$ cat src/rtl/framebuffer_scanout_reader.sv
// framebuffer_scanout_reader
// Avalon-MM pipelined read master that scans one 32-bit-per-pixel frame
// out of memory in raster order and presents it as a valid/ready pixel
// stream with start-of-frame and end-of-line markers.
// Optional feature macro: FB_CHECKSUM_EN adds a rotate-XOR frame checksum.
module framebuffer_scanout_reader #(
  parameter int unsigned             ADDRESSWIDTH = 32,
  parameter int unsigned             DATAWIDTH    = 32,
  parameter logic [ADDRESSWIDTH-1:0] BASE_ADDR    = 'h0800_0000,
  parameter int unsigned             H_ACTIVE     = 640,
  parameter int unsigned             V_ACTIVE     = 480,
  parameter int unsigned             FIFO_DEPTH   = 16
) (
  input  logic                    clk,
  input  logic                    reset_n,
  input  logic                    start,
  output logic                    busy,
  output logic                    done,
  output logic [ADDRESSWIDTH-1:0] master_address,
  output logic                    master_read,
  input  logic [DATAWIDTH-1:0]    master_readdata,
  input  logic                    master_readdatavalid,
  input  logic                    master_waitrequest,
  output logic [DATAWIDTH-1:0]    pix_data,
  output logic                    pix_valid,
  input  logic                    pix_ready,
  output logic                    pix_sof,
  output logic                    pix_eol
`ifdef FB_CHECKSUM_EN
  ,
  output logic [DATAWIDTH-1:0]    frame_checksum
`endif
);

  localparam int unsigned TOTAL = H_ACTIVE * V_ACTIVE;
  localparam int unsigned PW    = $clog2(FIFO_DEPTH);
  localparam int unsigned CW    = PW + 1;
  localparam int unsigned RW    = $clog2(TOTAL + 1);
  localparam int unsigned XW    = (H_ACTIVE > 1) ? $clog2(H_ACTIVE) : 1;
  localparam int unsigned YW    = (V_ACTIVE > 1) ? $clog2(V_ACTIVE) : 1;

  typedef enum logic [1:0] {
    S_IDLE,
    S_READ,
    S_DRAIN
  } state_t;

  state_t                  state_q, state_d;
  logic [ADDRESSWIDTH-1:0] addr_q, addr_d;
  logic [RW-1:0]           req_cnt_q, req_cnt_d;
  logic [CW-1:0]           pending_q, pending_d;
  logic [CW-1:0]           count_q, count_d;
  logic [PW-1:0]           wr_ptr_q, wr_ptr_d;
  logic [PW-1:0]           rd_ptr_q, rd_ptr_d;
  logic [XW-1:0]           x_q, x_d;
  logic [YW-1:0]           y_q, y_d;
  logic                    last_q, last_d;
  logic [DATAWIDTH-1:0]    mem_q [FIFO_DEPTH];

  logic start_ok, credit_ok, accept, push, pop, last_req, last_pix, at_eol;

  // Handshake qualifiers shared by the FSM and the datapath.
  always_comb begin
    start_ok    = (state_q == S_IDLE) && start;
    // Outstanding requests plus buffered pixels must never exceed the FIFO,
    // so every return has a slot. While stalled this sum cannot grow, which
    // keeps master_read asserted until the slave accepts.
    credit_ok   = ({1'b0, pending_q} + {1'b0, count_q}) < (CW + 1)'(FIFO_DEPTH);
    master_read = (state_q == S_READ) && credit_ok;
    accept      = master_read && !master_waitrequest;
    push        = master_readdatavalid && (state_q != S_IDLE);
    pix_valid   = (count_q != '0);
    pop         = pix_valid && pix_ready;
    last_req    = (req_cnt_q == RW'(TOTAL - 1));
    at_eol      = (x_q == XW'(H_ACTIVE - 1));
    last_pix    = at_eol && (y_q == YW'(V_ACTIVE - 1));
    busy        = (state_q != S_IDLE);
    master_address = addr_q;
    pix_data    = mem_q[rd_ptr_q];
    pix_sof     = pix_valid && (x_q == '0) && (y_q == '0);
    pix_eol     = pix_valid && at_eol;
  end

  // Next-state logic; done is asserted for the single cycle leaving DRAIN.
  always_comb begin
    state_d = state_q;
    done    = 1'b0;
    case (state_q)
      S_IDLE:  if (start) state_d = S_READ;
      S_READ:  if (accept && last_req) state_d = S_DRAIN;
      S_DRAIN: begin
        if ((pending_q == '0) && (count_q == '0) && last_q) begin
          state_d = S_IDLE;
          done    = 1'b1;
        end
      end
      default: state_d = S_IDLE;
    endcase
  end

  // Address/request counters, credit bookkeeping, FIFO pointers, raster position.
  always_comb begin
    addr_d    = addr_q;
    req_cnt_d = req_cnt_q;
    pending_d = pending_q;
    count_d   = count_q;
    wr_ptr_d  = wr_ptr_q;
    rd_ptr_d  = rd_ptr_q;
    x_d       = x_q;
    y_d       = y_q;
    last_d    = last_q;

    if (start_ok) begin
      addr_d    = BASE_ADDR;
      req_cnt_d = '0;
      x_d       = '0;
      y_d       = '0;
      last_d    = 1'b0;
    end

    if (accept) begin
      addr_d    = addr_q + ADDRESSWIDTH'(4);
      req_cnt_d = req_cnt_q + RW'(1);
    end
    if (done) addr_d = BASE_ADDR;

    case ({accept, push})
      2'b10:   pending_d = pending_q + CW'(1);
      2'b01:   pending_d = pending_q - CW'(1);
      default: pending_d = pending_q;
    endcase

    case ({push, pop})
      2'b10:   count_d = count_q + CW'(1);
      2'b01:   count_d = count_q - CW'(1);
      default: count_d = count_q;
    endcase
    if (push) wr_ptr_d = wr_ptr_q + PW'(1);
    if (pop)  rd_ptr_d = rd_ptr_q + PW'(1);

    if (pop) begin
      if (last_pix) begin
        x_d    = '0;
        y_d    = '0;
        last_d = 1'b1;
      end else if (at_eol) begin
        x_d = '0;
        y_d = y_q + YW'(1);
      end else begin
        x_d = x_q + XW'(1);
      end
    end
  end

  // State and control registers with synchronous active-low reset.
  always_ff @(posedge clk) begin
    if (!reset_n) begin
      state_q   <= S_IDLE;
      addr_q    <= BASE_ADDR;
      req_cnt_q <= '0;
      pending_q <= '0;
      count_q   <= '0;
      wr_ptr_q  <= '0;
      rd_ptr_q  <= '0;
      x_q       <= '0;
      y_q       <= '0;
      last_q    <= 1'b0;
    end else begin
      state_q   <= state_d;
      addr_q    <= addr_d;
      req_cnt_q <= req_cnt_d;
      pending_q <= pending_d;
      count_q   <= count_d;
      wr_ptr_q  <= wr_ptr_d;
      rd_ptr_q  <= rd_ptr_d;
      x_q       <= x_d;
      y_q       <= y_d;
      last_q    <= last_d;
    end
  end

  // Return-data storage; contents need no reset since count_q gates validity.
  always_ff @(posedge clk) begin
    if (push) mem_q[wr_ptr_q] <= master_readdata;
  end

  // The credit rule makes a return into a full FIFO impossible.
  a_no_overflow : assert property (@(posedge clk) disable iff (!reset_n)
    !(push && (count_q == CW'(FIFO_DEPTH))));

`ifdef FB_CHECKSUM_EN
  logic [DATAWIDTH-1:0] checksum_q, checksum_d;

  // Rotate-left-then-XOR accumulation over every transferred pixel.
  always_comb begin
    checksum_d = checksum_q;
    if (start_ok) checksum_d = '0;
    else if (pop) checksum_d = {checksum_q[DATAWIDTH-2:0], checksum_q[DATAWIDTH-1]} ^ pix_data;
  end

  // Checksum register.
  always_ff @(posedge clk) begin
    if (!reset_n) checksum_q <= '0;
    else          checksum_q <= checksum_d;
  end

  assign frame_checksum = checksum_q;
`endif

endmodule
$ cat config.mk
export PLATFORM = sky130hd
export DESIGN_NAME = framebuffer_scanout_reader
export DESIGN_NICKNAME = d
export VERILOG_FILES = /design/src/rtl/framebuffer_scanout_reader.sv
export SDC_FILE = /design/constraint.sdc
export NUM_CORES = 1
export LEC_CHECK = 0
export ABC_CLOCK_PERIOD_IN_PS = 3800
export BUFFER_PORTS_ARGS = -buffer_cell sky130_fd_sc_hd__buf_2
export CAP_MARGIN = 20
export CORE_MARGIN = 1
export CORE_UTILIZATION = 40
export CTS_CLUSTER_SIZE = 8
export DETAILED_ROUTE_END_ITERATION = 7
export SETUP_SLACK_MARGIN = 0.02
export SLEW_MARGIN = 20
export SYNTH_ARGS = -nofsm -noshare
export SYNTH_HDL_FRONTEND = slang
export SYNTH_SLANG_ARGS = --single-unit
export TNS_END_PERCENT = 30
$ cat constraint.sdc
create_clock -name clk -period 3.8 [get_ports clk]
set_clock_uncertainty 0.05 [all_clocks]
set_input_delay 0.19 -clock clk [delete_from_list [all_inputs] [get_ports clk]]
set_output_delay 0.19 -clock clk [all_outputs]
set_load 0.01 [all_outputs]
==> results of run 1 <==
[flip-flops by register name (all words and copies together) (netlist names), named ones only]
signal	flops
wr_ptr_q	4
master_address	30
x_q	10
y_q	9
last_q	1
rd_ptr_q	4
state_q	2
pending_q	5
req_cnt_q	19
mem_q	512
count_q	5
[area by class of cell]
class | count | area (µm²)
Clock inverter | 3 | 56.3
Fill cell | 4993 | 31500
Inverter | 22 | 82.6
Multi-Input combinational cell | 644 | 6820
Sequential cell | 605 | 17200
Tap cell | 782 | 978
Clock buffer | 103 | 2230
Timing Repair Buffer | 184 | 1290
Antenna cell | 3 | 7.51
[power groups by stage]
stage,logic (mW),clock network [mW],registers (mW)
2_1_floorplan,1.66,0,7.43
3_3_place_gp,2.19,0,7.52
3_5_place_dp,2.20,0,7.52
4_1_cts,2.24,6.83,7.40
5_1_grt,2.39,7.10,7.40
6_report,2.19,6.67,7.39
[Yosys cell counts, drive strengths merged, types with 5 or more instances]
cell | number | area (µm²)
nor2 | 72 | 289
ha | 23 | 288
o211a | 7 | 70.1
a21o | 5 | 37.5
dfxtp | 93 | 1860
nand2 | 44 | 165
o21ai | 20 | 115
mux4 | 160 | 3600
or3 | 9 | 56.3
nor4 | 14 | 125
and4 | 7 | 61.3
nor3 | 23 | 115
xnor2 | 9 | 78.8
or4 | 7 | 63.8
clkbuf | 35 | 131
nand3b | 6 | 45.0
mux2i | 6 | 60.1
inv | 21 | 78.8
a21oi | 47 | 235
a31oi | 9 | 56.3
nand2b | 9 | 56.3
nand3 | 35 | 175
a311oi | 13 | 114
nand4 | 29 | 181
or2 | 5 | 33.8
xor2 | 15 | 131
buf | 33 | 174
o211ai | 5 | 37.5
edfxtp | 512 | 15400
and3 | 18 | 113
[per-layer routing]
metal  track usage  part of all wire  routed length (µm)
met1         0.240              0.44               23600
met3        0.0382             0.057                3090
met5             0                 0                   0
met4        0.0467             0.016                 857
met2         0.292              0.49               26400
[cell usage in the layout (no fill, tap or decap), types with 7 or more instances in the layout]
| master | count |
|---|---|
| clkbuf_16 | 86 |
| edfxtp_1 | 512 |
| nand3_1 | 35 |
| and4_1 | 7 |
| buf_12 | 7 |
| nand2b_1 | 9 |
| ha_1 | 23 |
| and3_1 | 18 |
| dfxtp_1 | 89 |
| inv_1 | 20 |
| a21oi_1 | 47 |
| mux4_2 | 160 |
| dlygate4sd3_1 | 34 |
| a311oi_1 | 13 |
| nor2_4 | 12 |
| o21ai_0 | 15 |
| nor3_1 | 19 |
| o211a_1 | 7 |
| xnor2_1 | 9 |
| nand4_1 | 29 |
| buf_2 | 105 |
| nor2_1 | 58 |
| clkbuf_1 | 16 |
| nand2_1 | 44 |
| or3_1 | 9 |
| nor4_1 | 8 |
| xor2_1 | 15 |
| buf_4 | 38 |
| a31oi_1 | 9 |
[cells by family after synthesis]
kind of cell,synth area share
buf+inv,0.0159
fa+ha+maj,0.0126
compound gates,0.0348
flops,0.708
other cells,0.000154
mux,0.152
xor+xnor,0.00864
simple gates,0.0675
[stage by stage]
step,hold slack (ns),cells,power [mW],setup slack [ns],util
6_report,0.0847,2346,16.3,0.277,0.477
4_1_cts,0.0327,2343,16.5,0.250,0.476
5_1_grt,0.115,2345,16.9,0.0498,0.477
3_3_place_gp,0.423,2203,9.71,0.271,0.433
3_5_place_dp,0.427,2203,9.73,0.282,0.433
2_1_floorplan,0.239,1339,9.09,0.171,-
[worst paths after layout]
| kind | slack, ns | depth (start not counted) | endpoint |
|---|---|---|---|
| min | 0.08 | 5 | flop |
| max reg2reg | 0.28 | 13 | pending_q[4]$_SDFFE_PN0P_ |
| max | 0.28 | 13 | pending_q[4]$_SDFFE_PN0P_ |
| min reg2reg | 0.45 | 2 | pending_q[4]$_SDFFE_PN0P_ |
[timing repair]
action	4_1_cts	5_1_grt
endpoints found under the hold margin	521	0
hold buffers	34	0
setup buffers	0	0
[worst min-delay path, stage by stage]
cell and delay, ns:
buf_2 0.10, o21ai_2 0.05, buf_4 0.18, nand2_1 0.08, a21oi_1 0.07
==> results.md, run 1 <==
- Residual DRC count: 0
- Slowest CP cell: or4_4
- Vias per cell: 5.56
- Detailed-route wire length: 53900 µm
- Switching share of power: 0.234
- Mapped Area: 24300 µm²
- Synthesis Warnings: 0
- Sink Count: 605
- Clock buffer count from CTS: 85
- Number of global-route vias before repair: 13600
- Initial Util: 0.404
- CP Buf/Inv Count: 1
- Die Area: 61800 µm²
- Status: finished clean
- Clock slew at reported path FFs: 0.05 ns
- Cell Pwr Density: 566 nW/µm²
- GPL Wtd Cong: 0.796
- TNS Setup: 0 ns
- Initial drt markers: 922
- Sw Pwr: 3.81 mW
- FF+latch count, synth: 605
- Syn-to-layout area delta: 18.0%
- Initial antenna violation count: 2
- Final period utilization: 0.927
- Cell family with the largest share of critical-path delay: simple AND/OR/NAND/NOR gates
- H-Tree Depth: 3
- Cts repair resizes: 0
- CTS tree: built
- Syn Inst Count: 1338
- CTS Root Cell: clkbuf_16
- Clock Power Share: 0.410
- Core Box Area: 60200 µm²
- Site row count: 90
- CP most frequent cell: ha_1
- Port bufs: 105
- Comb power frac: 0.135
- Final #Nets: 1604
- Total grt overflow: 0
- Hold Startpoint: pix_ready
- I/O Pins: 108
- FFs w/ async S/R, synth: 0
- Int Pwr: 12.5 mW
- Fraction of layout cells with a size suffix above 1: 0.286
- Final antenna-violating net count: 0
- Clk Latency, worst-skew pair: 0.62 ns
- Unrepaired setup endpoints after global routing: false
- Tmin final: 3.52 ns
- Mean Syn Cell Area: 18.2 µm²
- Main synth FF type: edfxtp_1
- Sequential power share: 0.455
- First-pass GRT wire length: 83100 µm
- Worst vdd ir: 338 µV
- Peak Freq: 284 MHz
- CP required: 4.28 ns
- Design Area, Final: 28700 µm²
- Final-report max-slew violation count: 0
- LEAKAGE: 9.21 nW
- Longest Clk Path Bufs: 3
- Critical path class: reg2reg
- Min-delay worst type: in2reg
- DR WL/cell: 23.0 µm
- Final Hold Fails: 0
- Post-synth cell types: 69
- DR vias: 13000
- Die Width: 249 µm
- Crit-path cells: ha_1 -> or2_1 -> or4_4 -> nor2_8 -> inv_2 -> ha_1 -> xor2_1 -> ha_1 -> o21a_1 -> o21ai_0 -> nand2b_1 -> a211oi_1 -> mux2i_1
- Placed Area: 26100 µm²
- Max-Cap Viols: 0
- Setup crit end kind: flop
- Reg2reg start: count_q[4]$_SDFFE_PN0P_
- Die span in y: 249 µm
- Slew HR: 0.382
- Worst-margin pin slew: 0.922 ns
- Largest net degree at the start of global routing: 69
- Register area share after synthesis: 0.708
- TritonRoute pass-1 iters: 5
- Setup violators final: 0
- HPWL Detailed: 31000 µm
- Number of synthesized flops with an enable pin: 512
- Crit Path Max Fanout: 12
- Critical path arrival: 4.00 ns
- CP Launch Type: flop
- Worst setup path startpoint: count_q[4]$_SDFFE_PN0P_
- Largest stage delay, worst path: 0.57 ns
- All-layer global routing usage: 0.178
(Power assumes the default switching activity.)
==> run 2: changes to the inputs <==
- ABC_AREA: not set -> 1
- CTS_BUF_LIST: not set -> sky130_fd_sc_hd__clkbuf_8
==> run 2 against run 1 <==
Effect of this change: sequential power is 0.5% higher; core utilization decreased by 1.3 points; via count grew 41%; register-to-register slack improved by 0.55 ns; power is 2.4% higher; global-route usage increased by 2.6 points; die area increased by 5.2%; synthesized cell count grew 73%; non-clock buffer count fell by 8; critical path depth shrank 6; routed wire length increased by 23%; sequential cell count is the same.
==> results.md, run 2 <==
- Peak Freq: 308 MHz (+8.4%)
- Post-synth cell types: 40 (-42%)
- Final antenna-violating net count: 0 (unchanged)
- Final hold slack: 0.379 ns (+0.294 ns)
- Register area share after synthesis: 0.673 (-0.0350)
- Syn-to-layout area delta: 14.3%
- Cell Pwr Density: 569 nW/µm² (+0.46%)
- Slew HR: 0.317 (-0.0653)
- TNS Setup: 0 ns (unchanged)
- Status: finished clean
- Largest stage delay, worst path: 0.61 ns (+0.04 ns)
- Initial Util: 0.405 (+0.00116)
- CP Launch Type: flop
- Post-route insts no fill: 3377 (+44%)
- Max reg flops: 512 (unchanged)
- Number of global-route vias before repair: 17600 (+29%)
- Tmin final: 3.25 ns (-0.272 ns)
- Synthesis Warnings: 0 (unchanged)
- Design Area, Final: 29300 µm² (+1.9%)
- CP required: 3.56 ns (-0.72 ns)
- Critical path arrival: 3.01 ns (-0.99 ns)
- Mapped Area: 25600 µm² (+5.2%)
- Unrepaired setup endpoints after global routing: false
- Max-Cap Viols: 0 (unchanged)
- Top post-synthesis cells by area: edfxtp_1 60%, dfxtp_1 7.3%, o21ai_0 5.9%, nor2_1 5.9%, nand2_1 4.1%
- TritonRoute pass-1 iters: 5 (unchanged)
- Placement Setup Slack: 0.896 ns (+0.614 ns)
- Synth cell count leaders: 512 x edfxtp_1, 399 x nor2_1, 301 x o21ai_0
- Main synth FF type: edfxtp_1
- Die Area: 65000 µm² (+5.2%)
- Initial drt markers: 1561 (+69%)
- FFs w/ async S/R, synth: 0 (unchanged)
- Mean Syn Cell Area: 11.1 µm² (-39%)
- Site row count: 92 (+2.2%)
- CTS Root Cell: clkbuf_8
- H-Tree Depth: 3 (unchanged)
- FF+latch count, synth: 605 (unchanged)
- Total power: 16.7 mW (+2.4%)
- Area leader, netlist: edfxtp_1
- Most frequent cells in the layout: 512 x edfxtp_1, 383 x nor2_1, 301 x o21ai_0, 282 x nand2_1, 159 x inv_1
- Final period utilization: 0.856 (-0.0715)
- GPL Wtd Cong: 0.837 (+5.0%)
- Initial antenna violation count: 4 (+2)
- DR WL/cell: 19.7 µm (-14%)
- DR vias: 18300 (+41%)
- Setup crit end kind: output port
- Crit-path cells: buf_12 -> buf_4 -> o21ai_0 -> o221ai_1 -> o211ai_1 -> nand2_1 -> buf_2
- Number of synthesized flops with an enable pin: 512 (unchanged)
- Final-report max-slew violation count: 0 (unchanged)
- Cts repair resizes: 0 (unchanged)
- Slowest CP cell: buf_4
- Clock slew at reported path FFs: 0.06 ns (about the same)
- Clk Latency, worst-skew pair: 0.69 ns (+0.07 ns)
- Most common cell in the netlist: edfxtp_1
- Core Box Area: 63200 µm² (+4.9%)
- Longest Clk Path Bufs: 3 (unchanged)
- Placed Area: 27000 µm² (+3.7%)
- HPWL Detailed: 34800 µm (+12%)
- Final Hold Fails: 0 (unchanged)
- Die span in y: 255 µm (+2.5%)
- First-pass GRT wire length: 101000 µm (+22%)
- Setup violators final: 0 (unchanged)
- Min-delay worst type: in2reg
- Port bufs: 105 (unchanged)
- LEAKAGE: 10.0 nW (+8.8%)
- Vias per cell: 5.43 (-2.3%)
- Detailed-route wire length: 66600 µm (+23%)
- CTS tree: built
- Syn Inst Count: 2311 (+73%)
- Finished Core Util: 0.463 (-0.0134)
- Clock buffer count from CTS: 100 (+18%)
- Fraction of layout cells with a size suffix above 1: 0.119 (-0.168)
- Residual DRC count: 0 (unchanged)
- Commonest non-fill, non-tap cell in the layout: edfxtp_1
- Crit Path Max Fanout: 106 (+94)
- Yosys top cell area share: 0.601 (-0.0312)
- Critical path class: reg2out
- Total grt overflow: 0 (unchanged)
- Worst-margin pin slew: 1.02 ns (+0.0967 ns)
- I/O Pins: 108 (unchanged)
- Largest net degree at the start of global routing: 125 (+81%)
- Die Width: 255 µm (+2.5%)
- Sink Count: 605 (unchanged)
- Post-route setup slack: 0.548 ns (+0.272 ns)
- All-layer global routing usage: 0.204 (+0.0257)
- Placed insts: 3160 (+43%)
- Fill count: 5780 (+16%)
- Final #Nets: 2517 (+57%)
- Largest Register: mem_q
- Worst vdd ir: 369 µV (+9.2%)
## run 2: per-layer routing
| layer | vias up | routed length (µm) | track usage |
|---|---|---|---|
| li1 | 8584 | - | - |
| met1 | 9036 | 28900 | 0.271 |
| met2 | 603 | 32000 | 0.334 |
| met3 | 119 | 4180 | 0.0396 |
| met4 | 4 | 1530 | 0.0672 |
| met5 | - | 27 | 0 |
## run 2: path summary, 6_finish.rpt
kind / to / slack, ns / cells after the start / start
worst max-delay path: pix_data[15] / 0.55 / 7 / flop
worst min-delay path: mem_q[4][18]$_DFFE_PP_ / 0.38 / 2 / master_readdata[18]
worst max register to register: count_q[4]$_SDFFE_PN0P_ / 0.83 / 13 / count_q[1]$_SDFFE_PN0P_
worst min register to register: flop / 0.41 / 2 / rd_ptr_q[3]$_SDFFE_PN0P_
## run 2: where the power goes
| group | switching [mW] | internal (mW) | leakage (nW) | total [mW] |
|---|---|---|---|---|
| registers | 0.133 | 7.29 | 5.36 | 7.43 |
| clock network | 2.56 | 2.70 | 1.07 | 5.26 |
| logic | 2.74 | 1.22 | 3.59 | 3.96 |
## run 2: cell families after synthesis
group,count (synthesis),share of synthesized area
and+or+nand+nor,848,0.137
AOI/OAI and AO/OA,546,0.126
buffers and inverters,265,0.0438
DFF,605,0.673
other,1,0.000146
adders and majority gates,24,0.0120
xor gates and xnor gates,22,0.00753
## run 2: layout make-up
type	count	area (µm²)	area share
Sequential cell	605	17200	0.589
Inverter	130	494	0.0169
Multi-Input combinational cell	1442	7360	0.252
Clock inverter	67	330	0.0113
Antenna cell	2	5.00	0.000171
Tap cell	846	1060	0.0362
Timing Repair Buffer	176	1270	0.0433
Clock buffer	109	1500	0.0513
## run 2: critical path: cells and delay by family (launching register included)
family	cells	cell delay, ns
AOI/OAI and AO/OA	3	0.60
and+or+nand+nor	1	0.12
buffers and inverters	3	1.10
DFF	1	0.39
## run 2: repair_timing
| item | in CTS | in global routing |
|---|---|---|
| hold endpoints to repair | 547 | 0 |
| buffers inserted | 0 | 0 |
| hold buffers | 39 | 0 |
